<file path="src/rtl/id_stage_pkg.sv">
// Shared decode-stage definitions: opcodes, NOP encoding, register-index width, IF/ID payload.
package id_stage_pkg;

  localparam int unsigned XLEN      = 32;
  localparam int unsigned REG_IDX_W = 5;
  localparam int unsigned NUM_REGS  = 32;
  localparam int unsigned OPCODE_W  = 6;

  typedef enum logic [OPCODE_W-1:0] {
    OP_RTYPE = 6'b000000,
    OP_J     = 6'b000010,
    OP_BEQ   = 6'b000100,
    OP_LW    = 6'b100011,
    OP_SW    = 6'b101011
  } opcode_e;

  localparam logic [XLEN-1:0]      NOP_ENC      = 32'h0000_0000;
  localparam logic [REG_IDX_W-1:0] ZERO_REG_IDX = 5'd0;

  typedef struct packed {
    logic            valid;
    logic [XLEN-1:0] pc_next;
    logic [XLEN-1:0] instr;
  } ifid_t;

  // rt is a true source only for R-type, beq and sw
  function automatic logic rt_used(input logic [OPCODE_W-1:0] op);
    return (op == OP_RTYPE) || (op == OP_BEQ) || (op == OP_SW);
  endfunction

endpackage

</file>
<file path="src/rtl/id_stage_hazard_unit.sv">
// Load-use, decode-branch and write-back hazard detection producing the decode stall.
module id_stage_hazard_unit
  import id_stage_pkg::*;
#(
  parameter logic [REG_IDX_W-1:0] ZERO_REG = ZERO_REG_IDX
) (
  input  logic                 ifid_valid,
  input  logic [OPCODE_W-1:0]  opcode,
  input  logic [REG_IDX_W-1:0] rs,
  input  logic [REG_IDX_W-1:0] rt,
  input  logic                 idex_mem_read,
  input  logic                 idex_reg_write,
  input  logic [REG_IDX_W-1:0] idex_write_reg,
  input  logic                 exmem_reg_write,
  input  logic [REG_IDX_W-1:0] exmem_write_reg,
  input  logic                 wb_hazard_en,
  input  logic [REG_IDX_W-1:0] wb_write_reg,
  output logic                 stall_c
);

  logic use_rt;
  logic load_use;
  logic branch_hazard;
  logic wb_hazard;

  function automatic logic hit(input logic [REG_IDX_W-1:0] src,
                               input logic                 en,
                               input logic [REG_IDX_W-1:0] dst);
    return en && (src != ZERO_REG) && (src == dst);
  endfunction

  always_comb begin
    use_rt        = rt_used(opcode);
    load_use      = hit(rs, idex_mem_read, idex_write_reg) ||
                    (use_rt && hit(rt, idex_mem_read, idex_write_reg));
    // beq compares in decode, so any in-flight writer of its sources blocks it
    branch_hazard = (opcode == OP_BEQ) &&
                    (hit(rs, idex_reg_write, idex_write_reg)   ||
                     hit(rt, idex_reg_write, idex_write_reg)   ||
                     hit(rs, exmem_reg_write, exmem_write_reg) ||
                     hit(rt, exmem_reg_write, exmem_write_reg));
    wb_hazard     = hit(rs, wb_hazard_en, wb_write_reg) ||
                    (use_rt && hit(rt, wb_hazard_en, wb_write_reg));
    stall_c       = ifid_valid && (load_use || branch_hazard || wb_hazard);
  end

endmodule

</file>
<file path="src/rtl/id_stage.sv">
// Decode stage: IF/ID register, 32x32 register file, beq/j resolution and fetch control.
// Define REGFILE_BYPASS_EN to forward same-cycle WB data into reads instead of stalling on WB.
module id_stage
  import id_stage_pkg::*;
#(
  parameter logic [XLEN-1:0]      NOP_INSTR = NOP_ENC,
  parameter logic [REG_IDX_W-1:0] ZERO_REG  = ZERO_REG_IDX
) (
  input  logic        clock,
  input  logic        reset,
  input  logic [31:0] Instruction_IF,
  input  logic [31:0] PC_Address_next,
  output logic        PCWrite,
  output logic        PCSrc,
  output logic [31:0] address,
  output logic        jump,
  output logic [31:0] j_address,
  input  logic        idex_mem_read,
  input  logic        idex_reg_write,
  input  logic [4:0]  idex_write_reg,
  input  logic        exmem_reg_write,
  input  logic [4:0]  exmem_write_reg,
  input  logic        wb_reg_write,
  input  logic [4:0]  wb_write_reg,
  input  logic [31:0] wb_write_data,
  output logic        id_valid,
  output logic [31:0] id_instruction,
  output logic [31:0] id_pc_next,
  output logic [31:0] id_read_data1,
  output logic [31:0] id_read_data2,
  output logic [31:0] id_imm_ext,
  output logic [4:0]  id_rs,
  output logic [4:0]  id_rt,
  output logic [4:0]  id_rd
);

  ifid_t                 ifid_q;
  logic [XLEN-1:0]       regs [NUM_REGS];
  logic [OPCODE_W-1:0]   opcode;
  logic                  stall;
  logic                  flush;
  logic                  wb_hazard_en;

  // IF/ID register: stall holds, flush injects a NOP bubble
  always_ff @(posedge clock or posedge reset) begin
    if (reset) begin
      ifid_q <= '{valid: 1'b0, pc_next: '0, instr: NOP_INSTR};
    end else if (!stall) begin
      if (flush) begin
        ifid_q <= '{valid: 1'b0, pc_next: '0, instr: NOP_INSTR};
      end else begin
        ifid_q <= '{valid: 1'b1, pc_next: PC_Address_next, instr: Instruction_IF};
      end
    end
  end

  always_ff @(posedge clock or posedge reset) begin
    if (reset) begin
      for (int unsigned i = 0; i < NUM_REGS; i++) begin
        regs[i] <= '0;
      end
    end else if (wb_reg_write && (wb_write_reg != ZERO_REG)) begin
      regs[wb_write_reg] <= wb_write_data;
    end
  end

  assign id_instruction = ifid_q.instr;
  assign id_pc_next     = ifid_q.pc_next;
  assign opcode         = ifid_q.instr[31:26];
  assign id_rs          = ifid_q.instr[25:21];
  assign id_rt          = ifid_q.instr[20:16];
  assign id_rd          = ifid_q.instr[15:11];
  assign id_imm_ext     = {{16{ifid_q.instr[15]}}, ifid_q.instr[15:0]};

  always_comb begin
    id_read_data1 = regs[id_rs];
    id_read_data2 = regs[id_rt];
`ifdef REGFILE_BYPASS_EN
    if (wb_reg_write && (wb_write_reg == id_rs)) id_read_data1 = wb_write_data;
    if (wb_reg_write && (wb_write_reg == id_rt)) id_read_data2 = wb_write_data;
`endif
    if (id_rs == ZERO_REG) id_read_data1 = '0;
    if (id_rt == ZERO_REG) id_read_data2 = '0;
  end

`ifdef REGFILE_BYPASS_EN
  assign wb_hazard_en = 1'b0;
`else
  assign wb_hazard_en = wb_reg_write;
`endif

  id_stage_hazard_unit #(
    .ZERO_REG (ZERO_REG)
  ) u_hazard (
    .ifid_valid      (ifid_q.valid),
    .opcode          (opcode),
    .rs              (id_rs),
    .rt              (id_rt),
    .idex_mem_read   (idex_mem_read),
    .idex_reg_write  (idex_reg_write),
    .idex_write_reg  (idex_write_reg),
    .exmem_reg_write (exmem_reg_write),
    .exmem_write_reg (exmem_write_reg),
    .wb_hazard_en    (wb_hazard_en),
    .wb_write_reg    (wb_write_reg),
    .stall_c         (stall)
  );

  // Control back to fetch; a stalled decode never redirects
  assign PCWrite   = !stall;
  assign id_valid  = ifid_q.valid && !stall;
  assign PCSrc     = ifid_q.valid && !stall && (opcode == OP_BEQ) &&
                     (id_read_data1 == id_read_data2);
  assign jump      = ifid_q.valid && !stall && (opcode == OP_J);
  assign address   = id_pc_next + (id_imm_ext << 2);
  assign j_address = {id_pc_next[31:28], ifid_q.instr[25:0], 2'b00};
  assign flush     = PCSrc || jump;

endmodule

</file>
<file path="config.mk">
export PLATFORM = sky130hd
export DESIGN_NAME = id_stage
export DESIGN_NICKNAME = d
export VERILOG_FILES = /design/src/rtl/id_stage_pkg.sv /design/src/rtl/id_stage_hazard_unit.sv /design/src/rtl/id_stage.sv
export SDC_FILE = /design/constraint.sdc
export NUM_CORES = 2
export LEC_CHECK = 0
export ABC_CLOCK_PERIOD_IN_PS = 81000
export BUFFER_PORTS_ARGS = -buffer_cell sky130_fd_sc_hd__buf_2
export CAP_MARGIN = 30
export CORE_MARGIN = 5
export CORE_UTILIZATION = 30
export DETAILED_ROUTE_END_ITERATION = 7
export PLACE_DENSITY = 0.54
export SLEW_MARGIN = 20
export SYNTH_ARGS = -nofsm -noshare
export SYNTH_HDL_FRONTEND = slang
export SYNTH_HIERARCHICAL = 1
export SYNTH_SLANG_ARGS = --single-unit
</file>
<file path="constraint.sdc">
create_clock -name clock -period 81 [get_ports clock]
set_input_delay 4.05 -clock clock [delete_from_list [all_inputs] [get_ports clock]]
set_output_delay 4.05 -clock clock [all_outputs]
set_load 0.02 [all_outputs]
</file>
After elaboration in Yosys (flattened, before gate mapping)
Index checks and enable logic that the tools add are counted.
{ "word_totals": {"register_bits": 1089, "latchBits": 0, "ramBits": 0, "rom_bits": 0, "input_bits": 117, "output_inout_bits": 243, "elab_cells": 108, "mem_count": 0} }
{ "classes": {"n_addsub": 1, "mul": 0, "div": 0, "order_cmp": 4, "n_eq_ne": 10, "shift": 0, "n_mux": 12, "bitwise": 3, "n_reduce_logical": 43} }
{ "op_table": {"columns": ["operator", "count"], "rows": [
  ["$bwmux 1024", 1],
  ["$bmux 32 s5", 2],
  ["$mux 32", 7],
  ["$demux 32 s5", 1],
  ["$mux 65", 1],
  ["$add 32x32->32", 1],
  ["$eq 32x32->1", 1],
  ["$eq 5x5->1", 6],
  ["$logic_and 1x1->1", 26],
  ["$ge 6x6->1 const B", 3],
  ["$not 5->6", 3],
  ["$reduce_bool 5->1", 3],
  ["$logic_not 5->1", 2],
  ["$logic_or 1x1->1", 10],
  ["$eq 6x2->1 const B", 1],
  ["$eq 6x3->1 const B", 1],
  ["$eq 6x6->1 const B", 1],
  ["$logic_not 6->1", 1],
  ["$lt 6x1->1 const B", 1],
  ["$logic_not 1->1", 1]
]} }

Logic depth before layout (Yosys ltp)
{ "depth": {"ltp_word": 16, "ltp_mapped": 18, "depth_no_buf": 13} }

Hierarchy
The synthesis kept the hierarchy.
{ "modules_own_cells": {"columns": ["mod", "instances", "cells_per_inst", "area_per_inst_um2", "seq_area_each_um2"], "rows": [
  ["id_stage", 1, 4265, 59950.0, 27251.1],
  ["id_stage_hazard_unit", 1, 60, 442.9, 0.0]
]} }

Worst setup path before layout
No wires, ideal clock.
{ "synth_timing": {"kind": "input to output", "start": "input port wb_write_reg[3]", "end": "output port PCSrc", "arrival_ps": 6829, "required_ps": 76950, "path_slack_ps": 70121, "stages": 14, "path_buffers": 1, "path_cell_list": "xor2_1 nor3_1 nand3_1 o22ai_1 a22oi_1 a21boi_1 clkbuf_1 nor2b_1 nand2_1 nor3b_1 nand4_1 or4_4 or3_1 nor3_1"} }
{ "synth_between": {"elab_chain_len": 10, "elab_cells_between_ends": 12, "cone_classes": "eq/ne: 2; reduce/logical: 10"} }
{ "synth_rtl": {"columns": ["item", "line", "source"], "rows": [
  ["start: declaration", "id_stage.sv:24", "input logic [4:0] wb_write_reg,"],
  ["$eq 5x5->1", "id_stage_hazard_unit.sv:29", "return en && (src != ZERO_REG) && (src == dst);"],
  ["$logic_and 1x1->1", "id_stage_hazard_unit.sv:29", null],
  ["$logic_and 1x1->1", "id_stage_hazard_unit.sv:43", "(use_rt && hit(rt, wb_hazard_en, wb_write_reg));"],
  ["$logic_or 1x1->1 (*)", "id_stage_hazard_unit.sv:42", "wb_hazard = hit(rs, wb_hazard_en, wb_write_reg) ||"],
  ["$logic_or 1x1->1 (*)", "id_stage_hazard_unit.sv:44", "stall_c = ifid_valid && (load_use || branch_hazard || wb_hazard);"],
  ["$logic_and 1x1->1 (*)", "id_stage_hazard_unit.sv:44", null],
  ["via stall", "id_stage.sv:40", "logic stall;"],
  ["$logic_not 1->1 (*)", null, null],
  ["$logic_and 1x1->1 (*)", null, null],
  ["via id_valid", "id_stage.sv:26", "output logic id_valid,"],
  ["$logic_and 1x1->1 (*) (2 in a row)", "id_stage.sv:112", "assign PCSrc = ifid_q.valid && !stall && (opcode == OP_BEQ) &&"],
  ["end: declaration", "id_stage.sv:14", "output logic PCSrc,"]
]} }
Mark *: on every way through the listed nets, which the timed path passes. The rest lies on a longest branch.

Worst setup path in the final report
{ "layout_timing": {"start": "input port wb_write_reg[3]", "end": "output port PCSrc"} }
{ "layout_between": {"elab_chain_len": 10, "elab_cells_between_ends": 12, "cone_classes": "eq/ne: 2; reduce/logical: 10"} }
{ "layout_rtl": {"columns": ["item", "line"], "rows": [
  ["$eq 5x5->1", "id_stage_hazard_unit.sv:29"],
  ["$logic_and 1x1->1", "id_stage_hazard_unit.sv:29"],
  ["$logic_and 1x1->1", "id_stage_hazard_unit.sv:43"],
  ["$logic_or 1x1->1 (*)", "id_stage_hazard_unit.sv:42"],
  ["$logic_or 1x1->1 (*)", "id_stage_hazard_unit.sv:44"],
  ["$logic_and 1x1->1 (*)", "id_stage_hazard_unit.sv:44"],
  ["via stall", "id_stage.sv:40"],
  ["$logic_not 1->1 (*)", "id_stage.sv:112"],
  ["$logic_and 1x1->1 (*) (3 in a row)", "id_stage.sv:112"]
]} }
Marked as above.

==> metrics <==
Placed Area 63,700 µm²; Worst Hold Class reg2reg; largest family of logic cells by synthesized area multiplexers; status finished clean; die height 459 µm; PortBufs 357; crit-path max FO 41; simple-gate share of the synthesized area 2.87%; Final HPWL DP 131,000 µm; crit path kind in2out; sequential area share after synthesis 45.1%; MaxCap Viol Count 0; Comb pwr share 25.9%; Pre-antenna DRT Iters 6; Slew headroom 26.8%; clock share of power 33.7%; post-CTS resize count 0; Layout Nets 4,498; crit end category primary output; commonest non-fill, non-tap cell in the layout dfrtp_1; register share of total power 40.4%; main flop type after synthesis dfrtp_1; post-synthesis compound-gate area fraction 5.50%; drt wl/cell 31.5 µm; RSZ-0062 raised after global routing no; reg2reg end id_pc_next[7]; Ys Warns 6; fmax 84.5 MHz; ordered list of cells on the worst path buf_2, xor2_1, nor3_1, nand3_1, o22ai_1, a22oi_1, a21boi_4, buf_4, nor2b_1, nand2_1, nor3b_1, nand4_1, or4_4, or3_1, nor3_1, buf_2; Fin Setup TNS 0 ns; CP startpoint kind primary input; Worst Skew 0.0273 ns; grt ovf 0; XOR/XNOR Fraction of Synth Area 1.19%; multiplexer share of the synthesized area 38.7%; CP max stage delay 0.71 ns; Core ar. 200,000 µm²; Final min period 11.84 ns; Max Root-Sink Buffers 3; Cell Pwr Density 26.3 nW/µm²; # H-tree levels 4; final core utilization 34.1%; num rows 164; Synth area leader dfrtp_1; post-synth top area share 45.1%; CTS buffer count 130; Post-synth EDFFs 0; postcts setup bufs 0; via count 40,300; clock latency on the worst-skew pair 0.78 ns; worst reg2reg path startpoint id_instruction[21]; # DRC 0; Syn Area/Cell 14.0 µm²; synthesis-stage register bit count 1,089; final instance area 68,200 µm²; crit path launch wb_write_reg[3]; Sink Count 1,089; Total GRT Usage 20.8%; VDD IR-drop max 0.0238 mV; Synth Area in Adders 0.634%; die width 459 µm; clk root buf clkbuf_16; largest net degree at the start of global routing 162; Hold Path End regs[995]; layout cells sized above 1 49.7%; Crit path buffers/inverters 3; WHS Path Cells 0; Initial Utilization 30.2%; final period utilization 14.6%; R2R depth 13; Worst path slowest cell nor3b_1; internal power 1.24 mW; Final Power 1.80 mW; first-pass GRT wire length 317,000 µm; synth top area cells dfrtp_1 45%, mux2_2 19%, mux4_2 17%, mux2i_1 2.6%, buf_4 2.1%; Slew Limit Fails 0; Static Leak 29.5 nW; Hold Slack 0.397 ns; Placer Congestion 0.852; area delta synth->final 12.9%; count of different cell masters after synthesis 75; final count of hold timing violations 0; mapped cell area 60,400 µm²; Reg2Reg Setup Slack 74.21 ns; drt via density 5.66; Fillers 19,400; die area 210,000 µm²; setup-violating endpoint count in the final report 0; IO Pins 360; Worst-path clk slew 0.06 ns; Antenna Nets Post-Route 0; CTS tree done; cts hold-fix bufs 0; min-delay src regs[995]; Worst Path Arrival 7.79 ns; cells after synthesis 4,325; commonest non-fill, non-tap cells in the layout 1,079 x dfrtp_1, 1,008 x mux2_2, 465 x mux4_2; final wirelength 224,000 µm; switching fraction of total power 31.0%; violation count after the first detailed-route iteration 3,891; vias in the first global route 40,900; CP delay by family, top simple AND/OR/NAND/NOR gates; async set-reset flop share out of synthesis 100%; CP required 76.95 ns; worst-margin pin slew 1.10 ns; initial antenna violation count 23; Psw 0.557 mW
-- kinds of logic (layout without fill, tap and decap cells) --
logic type      count (synthesis)  in the layout
other cells                     1              8
mux                          1628           1628
flops                        1089           1089
xor+xnor                       82             82
buf+inv                       686            810
compound gates                448            448
simple gates                  361            361
fa+ha+maj                      30             30
-- synth_stat cells (21+ instances only) --
master,n
a21oi_1,54
buf_2,49
a22o_1,27
nand2_1,165
dfrtp_1,1089
buf_6,26
ha_1,29
mux2_2,1008
mux4_2,465
xor2_1,35
o22ai_1,21
nand3_1,32
nor2_1,54
buf_1,57
mux2i_1,155
o221ai_1,50
buf_4,165
xnor2_1,47
clkbuf_1,271
o21ai_0,25
a22oi_1,67
inv_1,106
o31ai_1,66
a211oi_1,53
-- area by class of cell --
cell class / count / area, µm² / share of cell area, %
multi-input cells: 2551 / 29800 / 43.7
flip-flops and latches: 1089 / 27300 / 40.0
clock buffers: 203 / 3950 / 5.79
well taps: 2656 / 3320 / 4.87
repair buffers: 472 / 2980 / 4.37
clock inverters: 28 / 427 / 0.626
inverters: 107 / 409 / 0.600
diodes: 6 / 15.0 / 0.0220
-- sequential cells by signal (all words and copies together), names as in the netlist --
name            cells
id_pc_next         32
id_instruction     32
regs             1024
ifid_q              1
-- worst max path at each step --
stage / endpoint / slack (ns) / cells after the start
floorplan: id_instruction[0] / 46.29 / 1
global placement: PCSrc / 69.19 / 16
detailed placement: PCSrc / 69.17 / 16
CTS: PCSrc / 69.15 / 16
global route: PCSrc / 68.77 / 16
finish: PCSrc / 69.16 / 16
-- through the flow --
step           setup WS, ns  instances
3_5_place_dp          69.17       6871
6_report              69.16       7112
5_1_grt               68.77       7107
2_1_floorplan         46.29       4326
3_3_place_gp          69.19       6861
4_1_cts               69.15       7102
-- power groups by stage --
stage / sequential (mW) / combinational (mW) / clock (mW)
2_1_floorplan: 0.704 / 0.353 / 0
3_3_place_gp: 0.726 / 0.460 / 0
3_5_place_dp: 0.732 / 0.466 / 0
4_1_cts: 0.723 / 0.468 / 0.617
5_1_grt: 0.737 / 0.496 / 0.639
6_report: 0.725 / 0.465 / 0.605
-- layer usage --
layer	GRT usage (%)	vias to the layer above	part of all wire, %
met5	0	-	0.030
li1	-	16300	-
met4	7.88	12	4.2
met3	3.66	422	6.4
met1	27.6	21900	41
met2	34.3	1632	48
No activity file was read; power rests on OpenSTA's default activity.
